$ cat src/rtl/uart_led_cmd_ctrl.sv
// uart_led_cmd_ctrl
//   Framed-command controller sitting between the UART receiver byte/done
//   interface and the board LEDs. A frame is four bytes: SYNC, CMD, ARG, CHK.
//   CHK must equal (SYNC + CMD + ARG) mod 256. Valid frames apply SET (01),
//   TOGGLE (02) or BLINK (03) to a 4-bit LED register. Aborted frames
//   (timeout, bad checksum, unknown command) raise frame_err and bump a
//   saturating error counter.
//
// Handshake: rx_data is sampled only on a rising clk edge where rx_done=1.
//   There is no back-pressure; every strobe is consumed the cycle it arrives.
//
// Ports
//   clk        system clock
//   reset      asynchronous, active-high reset
//   rx_data    received byte, valid when rx_done=1
//   rx_done    one-cycle strobe per received byte
//   led        led_reg XOR (blink_mask AND blink_phase)
//   busy       frame in progress (state != IDLE)
//   frame_ok   one-cycle pulse, valid frame executed
//   frame_err  one-cycle pulse, frame aborted
//   err_code   last error: 00 none, 01 timeout, 10 checksum, 11 bad cmd
//   err_count  aborted-frame count, saturating at 255
module uart_led_cmd_ctrl #(
  parameter logic [7:0] SYNC_BYTE         = 8'hA5,
  parameter int         TIMEOUT_CYCLES    = 500000,
  parameter int         BLINK_HALF_CYCLES = 12500000
) (
  input  logic       clk,
  input  logic       reset,
  input  logic [7:0] rx_data,
  input  logic       rx_done,
  output logic [3:0] led,
  output logic       busy,
  output logic       frame_ok,
  output logic       frame_err,
  output logic [1:0] err_code,
  output logic [7:0] err_count
);

  localparam int TW = $clog2(TIMEOUT_CYCLES);
  localparam int BW = $clog2(BLINK_HALF_CYCLES);
  localparam logic [TW-1:0] TO_LAST = TW'(TIMEOUT_CYCLES - 1);
  localparam logic [BW-1:0] BL_LAST = BW'(BLINK_HALF_CYCLES - 1);

  localparam logic [1:0] IDLE    = 2'd0;
  localparam logic [1:0] GET_CMD = 2'd1;
  localparam logic [1:0] GET_ARG = 2'd2;
  localparam logic [1:0] GET_CHK = 2'd3;

  localparam logic [1:0] ERR_TIMEOUT = 2'b01;
  localparam logic [1:0] ERR_CHKSUM  = 2'b10;
  localparam logic [1:0] ERR_BADCMD  = 2'b11;

  logic [1:0]    state, state_n;
  logic [7:0]    cmd_reg, cmd_n;
  logic [7:0]    arg_reg, arg_n;
  logic [TW-1:0] to_cnt, to_n;
  logic [BW-1:0] bl_cnt, bl_n;
  logic [3:0]    led_reg, led_reg_n;
  logic [3:0]    mask, mask_n;
  logic          phase, phase_n;
  logic [1:0]    err_code_n;
  logic [7:0]    err_count_n;
  logic          ok_n, err_n;
  logic          abort;
  logic [1:0]    abort_code;
  logic [7:0]    chk_expected;

  assign chk_expected = 8'(SYNC_BYTE + cmd_reg + arg_reg);

  always_comb begin
    state_n     = state;
    cmd_n       = cmd_reg;
    arg_n       = arg_reg;
    to_n        = to_cnt;
    led_reg_n   = led_reg;
    mask_n      = mask;
    ok_n        = 1'b0;
    abort       = 1'b0;
    abort_code  = 2'b00;
    err_code_n  = err_code;
    err_count_n = err_count;

    // Blink engine free-runs while any mask bit is set; a command executed
    // below may override these values on the same edge.
    if (mask != 4'h0) begin
      if (bl_cnt == BL_LAST) begin
        bl_n    = '0;
        phase_n = ~phase;
      end else begin
        bl_n    = bl_cnt + BW'(1);
        phase_n = phase;
      end
    end else begin
      bl_n    = '0;
      phase_n = 1'b0;
    end

    if (state == IDLE) begin
      to_n = '0;
      if (rx_done && rx_data == SYNC_BYTE) state_n = GET_CMD;
    end else if (rx_done) begin
      // An arriving byte always wins over timeout expiry.
      to_n = '0;
      case (state)
        GET_CMD: begin
          cmd_n   = rx_data;
          state_n = GET_ARG;
        end
        GET_ARG: begin
          arg_n   = rx_data;
          state_n = GET_CHK;
        end
        default: begin
          state_n = IDLE;
          if (rx_data != chk_expected) begin
            abort      = 1'b1;
            abort_code = ERR_CHKSUM;
          end else begin
            case (cmd_reg)
              8'h01: begin
                led_reg_n = arg_reg[3:0];
                mask_n    = 4'h0;
                phase_n   = 1'b0;
                bl_n      = '0;
                ok_n      = 1'b1;
              end
              8'h02: begin
                led_reg_n = led_reg ^ arg_reg[3:0];
                ok_n      = 1'b1;
              end
              8'h03: begin
                mask_n  = arg_reg[3:0];
                phase_n = 1'b0;
                bl_n    = '0;
                ok_n    = 1'b1;
              end
              default: begin
                abort      = 1'b1;
                abort_code = ERR_BADCMD;
              end
            endcase
          end
        end
      endcase
    end else if (to_cnt == TO_LAST) begin
      state_n    = IDLE;
      to_n       = '0;
      abort      = 1'b1;
      abort_code = ERR_TIMEOUT;
    end else begin
      to_n = to_cnt + TW'(1);
    end

    err_n = abort;
    if (abort) begin
      err_code_n = abort_code;
      if (err_count != 8'hFF) err_count_n = err_count + 8'd1;
    end
  end

  always_ff @(posedge clk or posedge reset) begin
    if (reset) begin
      state     <= IDLE;
      cmd_reg   <= 8'h00;
      arg_reg   <= 8'h00;
      to_cnt    <= '0;
      bl_cnt    <= '0;
      led_reg   <= 4'h0;
      mask      <= 4'h0;
      phase     <= 1'b0;
      led       <= 4'h0;
      busy      <= 1'b0;
      frame_ok  <= 1'b0;
      frame_err <= 1'b0;
      err_code  <= 2'b00;
      err_count <= 8'h00;
    end else begin
      state     <= state_n;
      cmd_reg   <= cmd_n;
      arg_reg   <= arg_n;
      to_cnt    <= to_n;
      bl_cnt    <= bl_n;
      led_reg   <= led_reg_n;
      mask      <= mask_n;
      phase     <= phase_n;
      // led and busy are registered from next-state values so they line up
      // with the internal registers they are derived from.
      led       <= led_reg_n ^ (mask_n & {4{phase_n}});
      busy      <= (state_n != IDLE);
      frame_ok  <= ok_n;
      frame_err <= err_n;
      err_code  <= err_code_n;
      err_count <= err_count_n;
    end
  end

endmodule

$ cat config.mk
export PLATFORM = sky130hd
export DESIGN_NAME = uart_led_cmd_ctrl
export DESIGN_NICKNAME = d
export VERILOG_FILES = /design/src/rtl/uart_led_cmd_ctrl.sv
export SDC_FILE = /design/constraint.sdc
export NUM_CORES = 1
export LEC_CHECK = 0
export BUFFER_PORTS_ARGS = -buffer_cell sky130_fd_sc_hd__buf_4
export CORE_MARGIN = 2
export CORE_UTILIZATION = 60
export DETAILED_ROUTE_END_ITERATION = 10
export MAX_ROUTING_LAYER = met4
export PLACE_DENSITY = 0.85
export SETUP_SLACK_MARGIN = 0.02
export SLEW_MARGIN = 15
export SYNTH_ARGS = -nofsm -noshare
export SYNTH_HDL_FRONTEND = slang
export SYNTH_SLANG_ARGS = --single-unit
$ cat constraint.sdc
create_clock -name clk -period 6.2 [get_ports clk]
set_clock_uncertainty 0.2 [all_clocks]
set_input_delay 0.93 -clock clk [delete_from_list [all_inputs] [get_ports clk]]
set_output_delay 0.93 -clock clk [all_outputs]
set_load 0.02 [all_outputs]
==> results of run 1 <==
cell usage after synthesis, types with 2 or more instances:
| cell | number | share of area (%) |
|---|---|---|
| o211ai_1 | 2 | 0.33 |
| nor2b_1 | 6 | 0.82 |
| and3_1 | 13 | 1.8 |
| nand3_1 | 29 | 3.2 |
| dfrtp_1 | 87 | 48 |
| nor4b_1 | 6 | 1.1 |
| a21oi_1 | 15 | 1.6 |
| or3_1 | 4 | 0.55 |
| buf_2 | 2 | 0.22 |
| nor2_1 | 52 | 4.3 |
| a21o_1 | 2 | 0.33 |
| or4_1 | 2 | 0.33 |
| xnor2_1 | 32 | 6.1 |
| o211a_1 | 2 | 0.44 |
| nand2b_1 | 2 | 0.27 |
| or2_2 | 2 | 0.27 |
| nor3_1 | 7 | 0.77 |
| nand4_1 | 14 | 1.9 |
| ha_1 | 19 | 5.2 |
| o21ai_0 | 15 | 1.6 |
| nand2_1 | 42 | 3.4 |
| nor4_1 | 3 | 0.41 |
| mux2_2 | 16 | 3.9 |
| buf_6 | 3 | 0.74 |
| and2_1 | 4 | 0.55 |
| xor2_1 | 27 | 5.2 |
| inv_1 | 21 | 1.7 |
| nor3_2 | 3 | 0.66 |
final timing paths:
check                      slack [ps]               startpoint  depth (start not counted)                 endpoint
setup / recovery                 2570   cmd_reg[1]$_DFFE_PP0P_                         11     bl_cnt[15]$_DFF_PP0_
hold / removal                    300  err_code[1]$_DFFE_PP0P_                          2  err_code[1]$_DFFE_PP0P_
setup reg to reg                 2570   cmd_reg[1]$_DFFE_PP0P_                         11     bl_cnt[15]$_DFF_PP0_
hold reg to reg                   300  err_code[1]$_DFFE_PP0P_                          2  err_code[1]$_DFFE_PP0P_
max in group asynchronous        4720                    reset                          3   cmd_reg[0]$_DFFE_PP0P_
min in group asynchronous         570                    reset                          3      bl_cnt[5]$_DFF_PP0_
worst register-to-register path, cell delays in order, from the launching register on:
cell      delay (ps)
dfrtp_1          470
ha_1             340
ha_1             230
fa_1             460
xnor2_1          200
nand3_1          120
nor4_2           300
o211ai_1         180
o31ai_1          250
buf_4            210
or2_1            430
nor2_1           110
cells by family (layout without fill, tap and decap cells):
family	count (synthesis)	after routing
AOI/OAI and AO/OA	45	45
xor gates and xnor gates	60	60
adders and majority gates	20	20
buffers and inverters	27	66
DFF	87	87
muxes	17	17
and+or+nand+nor	196	196
layout make-up:
type,count,area share [%]
multi-input cells,338,44.4
repair buffers,29,4.33
flip-flops and latches,87,42.6
inverters,21,1.57
well taps,99,2.42
clock inverters,4,1.49
clock buffers,12,3.23
power by group through the flow:
stage               Sequential (mW)  Clock, mW  Combinational, mW
floorplan                     0.757          0              0.666
global placement              0.746          0              0.836
detailed placement            0.755          0              0.875
CTS                           0.745      0.470              0.899
global route                  0.759      0.489              0.994
finish                        0.748      0.463              0.902
per-layer routing:
layer / vias up / global-route usage (%)
met3: 21 / 4.81
li1: 1617 / -
met2: 70 / 39.9
met5: - / -
met4: 0 / 6.69
met1: 1692 / 28.9
==> flow_summary.yaml, run 1 <==
synth:
  synth_nets: 483
  synth-compound-area-share_pct: 6.30
  yosysSeqAreaShare_pct: 47.6
  synth_edf_count: 0
  synth_top_family_by_area: "simple AND/OR/NAND/NOR gates"
  yosys_warnings: 0
  synthSimpleGateAreaFrac_pct: 21.8
  synth_xor_area_share_pct: 11.7
  synthCells: 452
  synth_area_per_cell_um2: 10.1
  synth_cell_types: 48
  syn_area_um2: 4570
  async_reset_ff_share_pct: 100
  synthFlopType: "dfrtp_1"
  synthMuxAreaShare_pct: 4.16
  synthAdderAreaFrac_pct: 5.64
  ys_ff_latch: 87
timing:
  finalHoldViolations: 0
  rsz0062_at_grt: "false"
  setup_tns_ps: 0
  min_period_ps: 3630
  fin_crit_sh_pct: 58.5
  setup_violations: 0
  max_freq_mhz: 276
  holdWs_ps: 296
  postLayoutSetupSlackWorst_ps: 2570
  max_slew_margin_pct: 42.3
  worst_pin_slew_ps: 857
  drv_slew: 0
clock_network:
  cts_max_level: 3
  cts_tree: "yes"
  ctsResizeCount: 0
  cts.sinks: 87
  root_buffer: "clkbuf_8"
  cts_buffers: 9
  clockBufferDepth: 2
  cts_setup_buffers: 0
  clock_latency_ps: 360
  clkTransAtPathRegs_ps: 80
  hold_buffers: 0
route:
  wl_met1_um: 4090
  avgViaCountPerCell: 5.76
  drc_errors: 0
  drt_iter0_drc: 178
  dr_wl_met3_um: 320
  routed.top_layer: "met4"
  firstDrtPassIters: 4
  met2WireLength_um: 4670
  avgRoutedWirePerCell_um: 15.7
  postRouteAntennaNets: 0
  routed-via-count: 3400
  drt-total-wl_um: 9240
place:
  detailed_place_hpwl_um: 6290
  placed_cell_area_um2: 4870
  dp.cells: 574
  portBuffers: 27
  gp_congestion: 0.889
  pre_cts_slack_ps: 2620
power_and_ir_drop:
  total_power_mw: 2.11
  power.leakage_nw: 2.25
  p_sw_share_pct: 38.5
  worst_ir_drop_vdd_uv: 321
  power.clock.fraction_pct: 21.9
  intPower_mw: 1.30
  powerDensity_nw_per_um2: 413
  p_switching_mw: 0.813
  p_seq_share_pct: 35.4
  p_comb_share_pct: 42.7
worst_setup_path:
  crit_chain: "ha_1 > ha_1 > fa_1 > xnor2_1 > nand3_1 > nor4_2 > o211ai_1 > o31ai_1 > buf_4 > or2_1 > nor2_1"
  crit_type: "flip-flop to flip-flop"
  cp_common_cell: "ha_1"
  crit_arrival_ps: 3650
  crit_slowest_cell: "dfrtp_1"
  cp_max_fo: 15
  end_kind: "flip-flop"
  cp_data_required_time_ps: 6220
  critical_path.top_delay_family: "adder cells"
  path_buf_inv: 1
  max_stage_delay_ps: 470
  startpoint_type: "flip-flop"
floorplan:
  initial_utilization_pct: 62.3
  dieWidth_um: 91.3
  ioPinCount: 28
  fp.coreArea_um2: 7330
  dieArea_um2: 8330
  rows: 31
  die_y_um: 91.3
grt:
  grt_overflow: 0
  grt_max_degree: 88
  grt_util_all_layers_pct: 23.6
  antenna_found_initial: 0
  grt_pass1_vias: 3509
  grt_pass1_wl_um: 15400
layout:
  final_cell_area_um2: 5110
  multiInputGateArea_um2: 2270
  top_register: "bl_cnt"
  final_cell_mix: "dfrtp_1, nor2_1, nand2_1"
  final_common_cell: "dfrtp_1"
  fillers: 518
  drive_gt1_share_pct: 15.5
  diodes: 0
  final_core_util_pct: 69.7
  ff_latch_area_um2: 2180
  largest_register_ffs: 24
  nets: 517
  top_regs: "bl_cnt: 24 flops, to_cnt: 19 flops"
  fin_cells: 590
  area.growth.synth_to_final_pct: 11.8
flow_run:
  drv_cap: 0
hold_path:
  min_path_type: "flip-flop to flip-flop"
status:
  status: "finished, final reports clean"
No activity file was read; power rests on OpenSTA's default activity.
==> run 2, diff against run 1 <==
clock period = 3.7 ns   (was 6.2 ns; I/O delays follow)
==> run 2 against run 1 <==
Effect of this change:
- die area unchanged
- first-iteration DRC count fell by 39%
- global-route usage is 0.15 points higher
- worst setup slack worse by 2200 ps
- cell count rose by 0.34%
- routed wire length is 4.3% lower
- sequential power up 66%
- count of clock-buffer cells in the layout shrank 2
- non-clock buffer count is 3 higher
- via count fell by 1.2%
- fmax grew 9.3%
==> flow_summary.yaml, run 2 (synthesized netlist as in run 1, its figures left out) <==
status:
  status: "finished, final reports clean"
worst_setup_path:
  r2r_end: "err_count[3]$_DFFE_PP0P_"
  crit_type: "flip-flop to flip-flop"
  reg2reg_from: "cmd_reg[1]$_DFFE_PP0P_"
  cp_max_fo: 11
  crit_arrival_ps: 3360
  cp_data_required_time_ps: 3740
  ff2ff_setup_slack_ps: 380
  end_kind: "flip-flop"
  startpoint_type: "flip-flop"
  reg2reg_depth: 10
flow_run:
  drv_cap: 0
timing:
  drv_slew: 0
  rsz0062_at_grt: "false"
  fin_crit_sh_pct: 89.7
  worst_pin_slew_ps: 1110
  min_period_ps: 3320
  setup_tns_ps: 0
  max_freq_mhz: 301
  setup_violations: 0
  max_slew_margin_pct: 25.1
  finalHoldViolations: 0
layout:
  area.growth.synth_to_final_pct: 11.8
  top_register: "bl_cnt"
  final_common_cell: "dfrtp_1"
  diodes: 0
  largest_register_ffs: 24
  drive_gt1_share_pct: 15.8
  nets: 520
  final_core_util_pct: 69.7
  top_regs: "bl_cnt: 24 flops, to_cnt: 19 flops"
  final_cell_mix: "dfrtp_1, nor2_1, nand2_1"
  fillers: 533
floorplan:
  fp.coreArea_um2: 7330
  ioPinCount: 28
  rows: 31
  dieArea_um2: 8330
  dieWidth_um: 91.3
  die_y_um: 91.3
  initial_utilization_pct: 62.3
power_and_ir_drop:
  worst_ir_drop_vdd_uv: 581
  power.leakage_nw: 2.26
  p_sw_share_pct: 38.6
  p_switching_mw: 1.34
  p_comb_share_pct: 43.3
  power.clock.fraction_pct: 21.0
  p_seq_share_pct: 35.7
  intPower_mw: 2.14
  powerDensity_nw_per_um2: 682
clock_network:
  cts_max_level: 3
  clockBufferDepth: 2
  root_buffer: "clkbuf_8"
  cts_tree: "yes"
  cts_setup_buffers: 0
  clkTransAtPathRegs_ps: 80
  cts_buffers: 9
  cts.sinks: 87
  clock_latency_ps: 360
place:
  detailed_place_hpwl_um: 6310
  gp_congestion: 0.929
  portBuffers: 27
hold_path:
  min_path_cells: 2
  min_path_type: "primary input to flip-flop"
  min_from: "rx_done"
  hold_end: "to_cnt[4]$_DFF_PP0_"
grt:
  antenna_found_initial: 0
  grt_pass1_vias: 3384
  grt_max_degree: 36
  grt_pass1_wl_um: 15500
  grt_overflow: 0
  grt_util_all_layers_pct: 23.7
route:
  postRouteAntennaNets: 0
  firstDrtPassIters: 5
  routed-via-count: 3359
  drc_errors: 0
  avgRoutedWirePerCell_um: 14.9
  avgViaCountPerCell: 5.67
  drt-total-wl_um: 8840
  drt_iter0_drc: 109
## run 2: cell types whose count changed in the layout (fill, tap and decap cells not counted)
cell	change
clkinv_2	+1
dlygate4sd3_1	+1
or2_2	+1
buf_6	-1
inv_6	+1
buf_4	+3
or2_1	-1
clkbuf_8	-2
clkinv_4	-1
## run 2: routing by layer
layer  up-vias  wire length [µm]  track usage, %
met1      1638              4030            30.5
met4         0               169            7.70
met2        80              4290            38.7
met5         -                 0               -
met3        18               353            4.07
li1       1623                 -               -
## run 2: area by class of cell
class | instances | area, µm² | share of cell area [%]
flip-flops and latches | 87 | 2180 | 42.6
inverters | 21 | 80.1 | 1.57
clock inverters | 5 | 81.3 | 1.59
well taps | 99 | 124 | 2.42
clock buffers | 10 | 138 | 2.69
multi-input cells | 338 | 2270 | 44.4
repair buffers | 32 | 243 | 4.75
## run 2: through the flow
stage / std cells / power, mW / hold slack (ps) / instance area, µm² / setup slack (ps)
floorplan: 452 / 2.39 / 250 / 4570 / 635
global placement: 576 / 2.67 / 269 / 4880 / 403
detailed placement: 576 / 2.74 / 283 / 4880 / 259
CTS: 592 / 3.49 / 221 / 5110 / 259
global route: 592 / 3.74 / 236 / 5110 / 177
finish: 592 / 3.49 / 233 / 5110 / 381
## run 2: worst max-delay path by stage
stage,startpoint,end,slack [ps],depth (start not counted)
after floorplan,cmd_reg[1]$_DFFE_PP0P_,led[1]$_DFF_PP0_,640,11
after global routing,cmd_reg[1]$_DFFE_PP0P_,bl_cnt[12]$_DFF_PP0_,180,10
after global placement,cmd_reg[1]$_DFFE_PP0P_,bl_cnt[17]$_DFF_PP0_,400,10
after detailed placement,cmd_reg[1]$_DFFE_PP0P_,bl_cnt[11]$_DFF_PP0_,260,10
after CTS,cmd_reg[1]$_DFFE_PP0P_,bl_cnt[11]$_DFF_PP0_,260,10
final,cmd_reg[1]$_DFFE_PP0P_,err_count[3]$_DFFE_PP0P_,380,10
## run 2: critical path, stage by stage, from the launching register on
cell     delay [ps]
dfrtp_1         470
ha_1            320
ha_1            220
fa_1            420
nand3_1         130
a21o_1          120
a21oi_1          90
o211a_1         380
a31oi_1         500
nand4_1         190
xnor2_1         160
## run 2: timing repair
action | in CTS | in global routing
resized for setup | 0 | 1
hold buffers | 1 | 0
setup endpoints to repair | 0 | 9
endpoints found under the hold margin | 1 | 0
## run 2: power groups by stage
stage               clock [mW]  combinational, mW  sequential, mW
global route             0.782               1.69            1.27
finish                   0.732               1.51            1.24
CTS                      0.746               1.50            1.24
floorplan                    0               1.12            1.27
global placement             0               1.42            1.25
detailed placement           0               1.49            1.26
==> run 3, diff against run 2 <==
clock period = 3.6 ns   (was 3.7 ns; I/O delays follow)
==> run 3 against run 2 <==
Effect of this change:
- sequential share of layout area grew 0.55 points
- critical path depth is the same
- worst hold slack lost 33 ps
- global-route usage shrank 0.85 points
- routed wire length shrank 2.9%
- fmax grew 1.1%
- critical path type unchanged
==> flow_summary.yaml, run 3 (synthesized netlist as in run 1, its figures left out) <==
power_and_ir_drop:
  powerDensity_nw_per_um2: 671
  worst_ir_drop_vdd_uv: 505
  power.leakage_nw: 2.23
  total_power_mw: 3.39
layout:
  ff_latch_area_um2: 2180
  area.growth.synth_to_final_pct: 10.4
  fillers: 551
  multiInputGateArea_um2: 2270
  final_cell_mix: "dfrtp_1, nor2_1, nand2_1"
  final_core_util_pct: 68.8
  nets: 518
  top_regs: "bl_cnt: 24 flops, to_cnt: 19 flops"
  top_register: "bl_cnt"
  drive_gt1_share_pct: 15.2
  final_common_cell: "dfrtp_1"
  largest_register_ffs: 24
  diodes: 0
grt:
  grt_overflow: 0
  antenna_found_initial: 0
  grt_pass1_wl_um: 14900
  grt_max_degree: 88
  grt_pass1_vias: 3317
  grt_util_all_layers_pct: 22.9
route:
  postRouteAntennaNets: 0
  avgViaCountPerCell: 5.62
  drt_iter0_drc: 116
  drc_errors: 0
  firstDrtPassIters: 4
  drt-total-wl_um: 8580
  routed-via-count: 3323
  avgRoutedWirePerCell_um: 14.5
worst_setup_path:
  ff2ff_setup_slack_ps: 320
  end_kind: "flip-flop"
  crit_arrival_ps: 3310
  path_buf_inv: 0
  cp_max_fo: 15
  crit_slowest_cell: "fa_1"
  crit_chain: "ha_1 > ha_1 > fa_1 > xnor2_1 > nand3_1 > nor4_2 > o211ai_1 > o31ai_1 > or2_2 > nor2_1"
  max_stage_delay_ps: 500
  cp_data_required_time_ps: 3620
  cp_common_cell: "ha_1"
  critical_path.top_delay_family: "adder cells"
  startpoint_type: "flip-flop"
  crit_type: "flip-flop to flip-flop"
place:
  portBuffers: 27
  detailed_place_hpwl_um: 6070
  gp_congestion: 0.919
floorplan:
  fp.coreArea_um2: 7330
  dieArea_um2: 8330
  initial_utilization_pct: 62.3
  dieWidth_um: 91.3
  rows: 31
  die_y_um: 91.3
  ioPinCount: 28
timing:
  finalHoldViolations: 0
  holdWs_ps: 200
  fin_crit_sh_pct: 91.2
  drv_slew: 0
  min_period_ps: 3280
  max_slew_margin_pct: 27.6
  setup_violations: 0
  setup_tns_ps: 0
  rsz0062_at_grt: "false"
  worst_pin_slew_ps: 1080
  max_freq_mhz: 305
clock_network:
  cts_setup_buffers: 0
  cts_buffers: 9
  clock_latency_ps: 350
  root_buffer: "clkbuf_8"
  ctsResizeCount: 0
  hold_buffers: 0
  cts_tree: "yes"
  cts.sinks: 87
  clkTransAtPathRegs_ps: 80
  clockBufferDepth: 2
  cts_max_level: 3
flow_run:
  drv_cap: 0
status:
  status: "finished, final reports clean"
hold_path:
  min_path_type: "primary input to async pin"
## run 3: final cells by class
class	count	share of cell area [%]
Timing Repair Buffer	30	4.54
Sequential cell	87	43.2
Clock buffer	13	2.95
Clock inverter	3	0.372
Multi-Input combinational cell	338	44.9
Inverter	21	1.59
Tap cell	99	2.46
## run 3: worst paths after layout
| check | from | endpoint | cells after the start |
|---|---|---|---|
| min in group clk | rx_done | to_cnt[4]$_DFF_PP0_ | 2 |
| worst max register to register | cmd_reg[1]$_DFFE_PP0P_ | bl_cnt[15]$_DFF_PP0_ | 10 |
| max in group asynchronous | reset | err_count[7]$_DFFE_PP0P_ | 3 |
| worst min-delay path | reset | to_cnt[9]$_DFF_PP0_ | 3 |
| worst min register to register | err_count[5]$_DFFE_PP0P_ | err_count[5]$_DFFE_PP0P_ | 1 |
| worst max-delay path | cmd_reg[1]$_DFFE_PP0P_ | bl_cnt[15]$_DFF_PP0_ | 10 |
## run 3: per-stage QoR
step	cell area [µm²]	worst slack, ps	cells
3_5_place_dp	4870	186	575
5_1_grt	5040	45.0	591
3_3_place_gp	4870	300	575
2_1_floorplan	4570	535	452
6_report	5040	316	591
4_1_cts	5040	159	591
## run 3: tightest hold or removal path, stage by stage
cell and delay (ps):
buf_4 110, clkinv_2 40, buf_6 570
## run 3: metal layers
metal  up-vias  routed length [µm]  share of wire [%]  global-route usage [%]
met5         -                   0                  0                       -
met4         0                 110                1.3                    9.22
met3        11                 368                4.3                    3.90
met2        60                4180                 49                    36.2
met1      1622                3920                 46                    29.6
li1       1630                   -                  -                       -
## run 3: power breakdown
part           internal [mW]  total (mW)  switching, mW
combinational          0.662        1.51          0.846
sequential              1.12        1.28          0.158
clock                  0.270       0.597          0.327
